==> src/rtl/unidade_controle_jogadas_if.sv <==
// Handshake bundle between the game control unit and its datapath/edge-detector side.
// The master side drives the move strobes; the slave side is the control unit.
interface unidade_controle_jogadas_if #(
  parameter int ADDR_W = 4
);
  logic              iniciar;
  logic              jogada;
  logic              igual;
  logic              zeraR;
  logic              registraR;
  logic [ADDR_W-1:0] endereco;
  logic              pronto;
  logic              acertou;
  logic              errou;
  logic              timeout;
  logic [3:0]        db_estado;

  modport master (
    output iniciar, jogada, igual,
    input  zeraR, registraR, endereco, pronto, acertou, errou, timeout, db_estado
  );

  modport slave (
    input  iniciar, jogada, igual,
    output zeraR, registraR, endereco, pronto, acertou, errou, timeout, db_estado
  );
endinterface

==> src/rtl/unidade_controle_jogadas.sv <==
// Control unit for the memory-sequence game: walks the ROM address over one round,
// times out idle moves and latches the round outcome until the next start request.
module unidade_controle_jogadas #(
  parameter int ADDR_W         = 4,
  parameter int N_JOGADAS      = 16,
  parameter int TIMEOUT_CYCLES = 5000,
  parameter int STOP_ON_ERROR  = 1
) (
  input logic                  clock,
  input logic                  reset,
  unidade_controle_jogadas_if.slave bus
);

  // State encoding doubles as the debug display code.
  typedef enum logic [3:0] {
    inicial     = 4'h0,
    preparacao  = 4'h1,
    espera      = 4'h2,
    registra    = 4'h4,
    comparacao  = 4'h5,
    proximo     = 4'h6,
    fim_acerto  = 4'hA,
    fim_erro    = 4'hE,
    fim_timeout = 4'hD
  } estado_t;

  typedef struct packed {
    logic       zera_r;
    logic       registra_r;
    logic       pronto;
    logic       acertou;
    logic       errou;
    logic       timeout;
    logic [3:0] db;
  } saidas_t;

  localparam int TCNT_W = (TIMEOUT_CYCLES > 0) ? $clog2(TIMEOUT_CYCLES + 1) : 1;
  localparam logic [TCNT_W-1:0] TCNT_MAX = TCNT_W'(TIMEOUT_CYCLES);
  localparam logic [TCNT_W-1:0] TMO_LIM  = TCNT_W'(TIMEOUT_CYCLES - 1);
  localparam logic [ADDR_W-1:0] ULTIMO   = ADDR_W'(N_JOGADAS - 1);

  estado_t           estado;
  estado_t           proximo_estado;
  saidas_t           saidas;
  logic [ADDR_W-1:0] endereco;
  logic [TCNT_W-1:0] tcnt;
  logic              erro_flag;
  logic              tmo;
  logic              ultima;

  function automatic saidas_t decode(input estado_t s);
    saidas_t o;
    o = '0;
    o.db = s;
    case (s)
      inicial, preparacao: o.zera_r     = 1'b1;
      registra:            o.registra_r = 1'b1;
      fim_acerto:  begin o.pronto = 1'b1; o.acertou = 1'b1; end
      fim_erro:    begin o.pronto = 1'b1; o.errou   = 1'b1; end
      fim_timeout: begin o.pronto = 1'b1; o.timeout = 1'b1; end
      espera, comparacao, proximo: ;
      default: o.db = 4'hF;
    endcase
    return o;
  endfunction

  assign tmo    = (TIMEOUT_CYCLES != 0) && (tcnt == TMO_LIM);
  assign ultima = (endereco == ULTIMO);

  always_comb begin
    // NOTE: default assignment first so no path leaves proximo_estado unassigned (no latch).
    proximo_estado = inicial;
    case (estado)
      inicial:    proximo_estado = bus.iniciar ? preparacao : inicial;
      preparacao: proximo_estado = espera;
      espera: begin
        if (bus.jogada)   proximo_estado = registra;
        else if (tmo)     proximo_estado = fim_timeout;
        else              proximo_estado = espera;
      end
      registra:   proximo_estado = comparacao;
      comparacao: begin
        if (!bus.igual && (STOP_ON_ERROR != 0)) proximo_estado = fim_erro;
        else if (ultima) proximo_estado = (erro_flag || !bus.igual) ? fim_erro : fim_acerto;
        else             proximo_estado = proximo;
      end
      proximo:    proximo_estado = espera;
      fim_acerto, fim_erro, fim_timeout:
        proximo_estado = bus.iniciar ? preparacao : estado;
      default:    proximo_estado = inicial;
    endcase
  end

  // Outputs are registered from the next state so they change exactly with the state.
  always_ff @(posedge clock or posedge reset) begin
    // NOTE: state registers use non-blocking assignments; reset is asynchronous and covers
    // every register, including the latched outcome.
    if (reset) begin
      estado    <= inicial;
      saidas    <= decode(inicial);
      endereco  <= '0;
      tcnt      <= '0;
      erro_flag <= 1'b0;
    end else begin
      estado <= proximo_estado;
      saidas <= decode(proximo_estado);
      case (estado)
        preparacao: begin
          endereco  <= '0;
          erro_flag <= 1'b0;
          tcnt      <= '0;
        end
        espera: begin
          if (tcnt != TCNT_MAX) tcnt <= tcnt + TCNT_W'(1);
        end
        comparacao: begin
          if (proximo_estado == proximo) erro_flag <= erro_flag | ~bus.igual;
        end
        proximo: begin
          if (!ultima) endereco <= endereco + ADDR_W'(1);
          tcnt <= '0;
        end
        default: ;
      endcase
    end
  end

  assign bus.zeraR     = saidas.zera_r;
  assign bus.registraR = saidas.registra_r;
  assign bus.pronto    = saidas.pronto;
  assign bus.acertou   = saidas.acertou;
  assign bus.errou     = saidas.errou;
  assign bus.timeout   = saidas.timeout;
  assign bus.db_estado = saidas.db;
  assign bus.endereco  = endereco;

endmodule
==> src/flat_wrapper.sv <==
// flat-port wrapper written by rule: the top's interface ports become plain ports
module unidade_controle_jogadas_flat 
#(
  parameter int ADDR_W         = 4,
  parameter int N_JOGADAS      = 16,
  parameter int TIMEOUT_CYCLES = 5000,
  parameter int STOP_ON_ERROR  = 1
)
  (clock, reset, bus_iniciar, bus_jogada, bus_igual, bus_zeraR, bus_registraR, bus_endereco, bus_pronto, bus_acertou, bus_errou, bus_timeout, bus_db_estado);
  unidade_controle_jogadas_if #(.ADDR_W(ADDR_W)) bus_i ();
  input logic clock;
  input logic reset;
  input wire logic [$bits(bus_i.iniciar)-1:0] bus_iniciar;
  input wire logic [$bits(bus_i.jogada)-1:0] bus_jogada;
  input wire logic [$bits(bus_i.igual)-1:0] bus_igual;
  output wire logic [$bits(bus_i.zeraR)-1:0] bus_zeraR;
  output wire logic [$bits(bus_i.registraR)-1:0] bus_registraR;
  output wire logic [$bits(bus_i.endereco)-1:0] bus_endereco;
  output wire logic [$bits(bus_i.pronto)-1:0] bus_pronto;
  output wire logic [$bits(bus_i.acertou)-1:0] bus_acertou;
  output wire logic [$bits(bus_i.errou)-1:0] bus_errou;
  output wire logic [$bits(bus_i.timeout)-1:0] bus_timeout;
  output wire logic [$bits(bus_i.db_estado)-1:0] bus_db_estado;
  assign bus_i.iniciar = bus_iniciar;
  assign bus_i.jogada = bus_jogada;
  assign bus_i.igual = bus_igual;
  assign bus_zeraR = bus_i.zeraR;
  assign bus_registraR = bus_i.registraR;
  assign bus_endereco = bus_i.endereco;
  assign bus_pronto = bus_i.pronto;
  assign bus_acertou = bus_i.acertou;
  assign bus_errou = bus_i.errou;
  assign bus_timeout = bus_i.timeout;
  assign bus_db_estado = bus_i.db_estado;
  unidade_controle_jogadas #(.ADDR_W(ADDR_W), .N_JOGADAS(N_JOGADAS), .TIMEOUT_CYCLES(TIMEOUT_CYCLES), .STOP_ON_ERROR(STOP_ON_ERROR)) u_core (.clock(clock), .reset(reset), .bus(bus_i));
endmodule
==> config.mk <==
export PLATFORM = sky130hd
export DESIGN_NAME = unidade_controle_jogadas_flat
export DESIGN_NICKNAME = d
export VERILOG_FILES = /design/src/rtl/unidade_controle_jogadas_if.sv /design/src/rtl/unidade_controle_jogadas.sv /design/src/flat_wrapper.sv
export SDC_FILE = /design/constraint.sdc
export NUM_CORES = 1
export LEC_CHECK = 0
export CAP_MARGIN = 10
export CORE_MARGIN = 5
export CORE_UTILIZATION = 40
export DETAILED_ROUTE_END_ITERATION = 8
export SYNTH_ARGS = -nofsm -noshare
export SYNTH_HDL_FRONTEND = slang
export SYNTH_SLANG_ARGS = --single-unit
==> constraint.sdc <==
create_clock -name clock -period 2.1 [get_ports clock]
set_clock_uncertainty 0.1 [all_clocks]
set_input_delay 0.63 -clock clock [delete_from_list [all_inputs] [get_ports clock]]
set_output_delay 0.63 -clock clock [all_outputs]
set_load 0.005 [all_outputs]
==> impl_metrics.csv <==
group,metric,value,unit
floorplanning,die_extent_in_y,74.1,µm
clocking,hold_buffer_count_at_cts,0,
worst_setup_path,worst_ep_arrival_time,1.28,ns
power_and_ir_drop,power-per-cell-area,1010,nW/µm²
drt,drc_errors,0,
global_route,via_count_of_the_first_global_routing_pass,1230,
synth,post-synth-top-area-fraction,47.2,%
hold_path,hp-class,"flip-flop to flip-flop",
power_and_ir_drop,power.static_leakage,0.892,nW
drt,drt.antenna.violating_nets,0,
sta,achievable-frequency,497,MHz
global_route,wire_length_of_the_first_global_routing_pass,5570,µm
global_route,grt-ovfl-total,0,
power_and_ir_drop,power_switching_share,33.6,%
sta,timing.slew.headroom,73.4,%
clocking,postCtsSetupBuffers,0,
cells_and_area,final_cell_mix,"31 x dfrtp_1, 18 x clkdlybuf4s50_1, 15 x nand2_1, 10 x nor2_1",
worst_setup_path,timing.critical_path.cells,"clkdlybuf4s50_1",
synth,synth_async_sr_flop_share,100,%
cells_and_area,flow.area_growth_from_synthesis,21.9,%
drt,post_dr_wirelength_cell,13.6,µm
synth,ys_ff_latch,32,
placement,io_buffers,18,
power_and_ir_drop,switching_power,0.682,mW
power_and_ir_drop,peakVddDrop,0.548,mV
global_route,track_usage,13.3,%
synth,total_nets_after_synthesis,166,
power_and_ir_drop,combPwrFrac,37.0,%
placement,gpl.final_weighted_congestion,0.764,
drt,drt_iter0_markers,55,
synth,synthesis.area,1640,µm²
drt,route.detailed.vias_per_inst,5.31,
drt,postRouteWirelength,3240,µm
synth,netlist_top_cells_area,"dfrtp_1 47%, nand2_1 3.4%, a21oi_1 2.7%, xor2_1 2.7%, nand3_1 2.4%",
sta,timing.final.hold_violations,0,
worst_setup_path,max_stage_delay,0.52,ns
worst_setup_path,timing.critical_path.slowest_stage_cell,"dfstp_2",
clocking,cts.path.max_buffers,2,
synth,synth-main-ff-cell,"dfrtp_1",
synth,ys_types,46,
global_route,maximum_number_of_pins_on_one_net_before_global_route_repair,33,
sta,worst_slew_pin_slew,0.398,ns
cells_and_area,fillers,374,
drt,num_vias,1264,
synth,number_of_synthesis_warnings,0,
clocking,num_cts_buffers,5,
worst_setup_path,worst_path_dominant_cell_family,"flip-flops",
cells_and_area,layout.cells.most_common,"dfrtp_1",
sta,report.final.slew_viol_count,0,
power_and_ir_drop,seq_power_share,41.5,%
clocking,clockRootBuffer,"clkbuf_8",
global_route,grt_util_met3,4.59,%
global_route,met1_usage,16.5,%
cells_and_area,nNetsFinal,195,
clocking,cts.sinks,32,
worst_setup_path,timing.critical_path.buf_inv,1,
sta,final_period_minus_worst_setup_slack,2.01,ns
cells_and_area,instances_no_fill,238,
drt,drt_pre_antenna_iters,4,
synth,yosysSeqAreaShare,48.8,%
global_route,antenna_found_initial,0,
synth,yosysTopAreaCell,"dfrtp_1",
clocking,tritoncts,"yes",
worst_setup_path,crit_path_max_fanout,1,
clocking,ctsResizeCount,0,
power_and_ir_drop,power.internal,1.35,mW
cells_and_area,drive_gt1_share,14.9,%
floorplanning,io-pin-count,19,
status,run_status,"finished clean",
power_and_ir_drop,power_frac_clock,21.5,%
clocking,clk_pin_slew,0.06,ns
placement,hpwl,2360,µm
floorplanning,rows,23,
floorplanning,design.die.area,5490,µm²
synth,syn_avg_cell_area,10.4,µm²
job,timing.max_cap.violations,0,
synth,post_synth_edffs,0,
worst_setup_path,crit_path_end_kind,"output port",
global_route,grt_busiest_layer,"met2",
sta,fin_worst_hold_slack,0.436,ns
worst_setup_path,required,1.37,ns
clocking,htree_levels,2,
sta,grt_setup_unrepaired,"no",
sta,setup_total_negative_slack,0,ns
worst_setup_path,critical_path_start_end_classification,"flip-flop to output port",
sta,final-setup-viol-count,0,
cells_and_area,antenna_cells_inserted,0,
clocking,worst_skew_pair.late_latency,0.28,ns
floorplanning,die_w,74.1,µm
global_route,gr-usage-met2,22.2,%
synth,netlist_instances,158,
floorplanning,initial_core_utilization,41.1,%
placement,dp_cells,230,
floorplanning,core_region_area,4000,µm²
worst_setup_path,worst_setup_path_start_kind,"flip-flop",
sta,period_share,95.8,%
## layout make-up
| class | count | area [µm²] | area share [%] |
|---|---|---|---|
| clock inverter | 1 | 5.00 | 0.250 |
| clock buffer | 7 | 76.3 | 3.81 |
| timing repair buffer | 27 | 248 | 12.4 |
| sequential | 32 | 802 | 40.0 |
| tap | 50 | 62.6 | 3.12 |
| multi-input combinational | 116 | 791 | 39.5 |
| inverter | 5 | 18.8 | 0.937 |
## power groups by stage
| stage | combinational (mW) | clock, mW | sequential (mW) |
|---|---|---|---|
| 2_1_floorplan | 0.482 | 0 | 0.835 |
| 3_3_place_gp | 0.738 | 0 | 0.843 |
| 3_5_place_dp | 0.756 | 0 | 0.852 |
| 4_1_cts | 0.759 | 0.454 | 0.841 |
| 5_1_grt | 0.841 | 0.481 | 0.859 |
| 6_report | 0.751 | 0.438 | 0.842 |
## path summary, 6_finish.rpt
check / cells after the start / start / to / slack, ns
min in group asynchronous: 3 / reset / u_core.tcnt[1] / 0.63
hold / removal: 1 / u_core.erro_flag / u_core.erro_flag / 0.44
max in group asynchronous: 3 / reset / u_core.bus.zeraR / 0.94
setup / recovery: 1 / u_core.bus.zeraR / bus_zeraR / 0.09
setup reg to reg: 4 / u_core.tcnt[4] / u_core.tcnt[2] / 0.19
hold reg to reg: 1 / u_core.erro_flag / u_core.erro_flag / 0.44
## state kept, by name, summed over array words and instances (netlist names)
signal	cells
u_core.bus.zeraR	1
u_core.bus.endereco	4
u_core.bus.db_estado	4
u_core.bus.timeout	1
u_core.tcnt	13
u_core.estado	4
u_core.bus.registraR	1
u_core.bus.acertou	1
u_core.bus.errou	1
u_core.erro_flag	1
u_core.bus.pronto	1
## synth_stat cells, types with 4 or more instances
| master | n |
|---|---|
| dfrtp_1 | 31 |
| nand2_1 | 15 |
| nor2_1 | 10 |
| a21oi_1 | 9 |
| nand3_1 | 8 |
| inv_1 | 5 |
| o21ai_1 | 5 |
| xor2_1 | 5 |
| buf_2 | 4 |
| nor2b_1 | 4 |
| nor3_1 | 4 |
| o21ai_0 | 4 |
| or3_1 | 4 |
## cells by family after synthesis
kind of cell	Yosys count	synth area share, %
AOI/OAI and AO/OA	28	10.1
buffers and inverters	10	3.05
muxes	2	1.29
and+or+nand+nor	76	30.7
adders and majority gates	3	2.29
DFF	32	48.8
xor gates and xnor gates	7	3.73
## metrics by stage
step / setup WS, ns / area [µm²] / utilization [%] / power [mW]
2_1_floorplan: 0.277 / 1640 / - / 1.32
3_3_place_gp: 0.0403 / 1920 / 48.0 / 1.58
3_5_place_dp: -0.0531 / 1920 / 48.0 / 1.61
4_1_cts: 0.0731 / 2000 / 50.1 / 2.05
5_1_grt: 0.0542 / 2000 / 50.1 / 2.18
6_report: 0.0892 / 2000 / 50.1 / 2.03
## layer usage
layer	vias to the layer above	wire, µm
met5	-	0
met4	0	37
met3	4	165
met2	23	1520
met1	611	1520
li1	626	-
(Power assumes the default switching activity.)
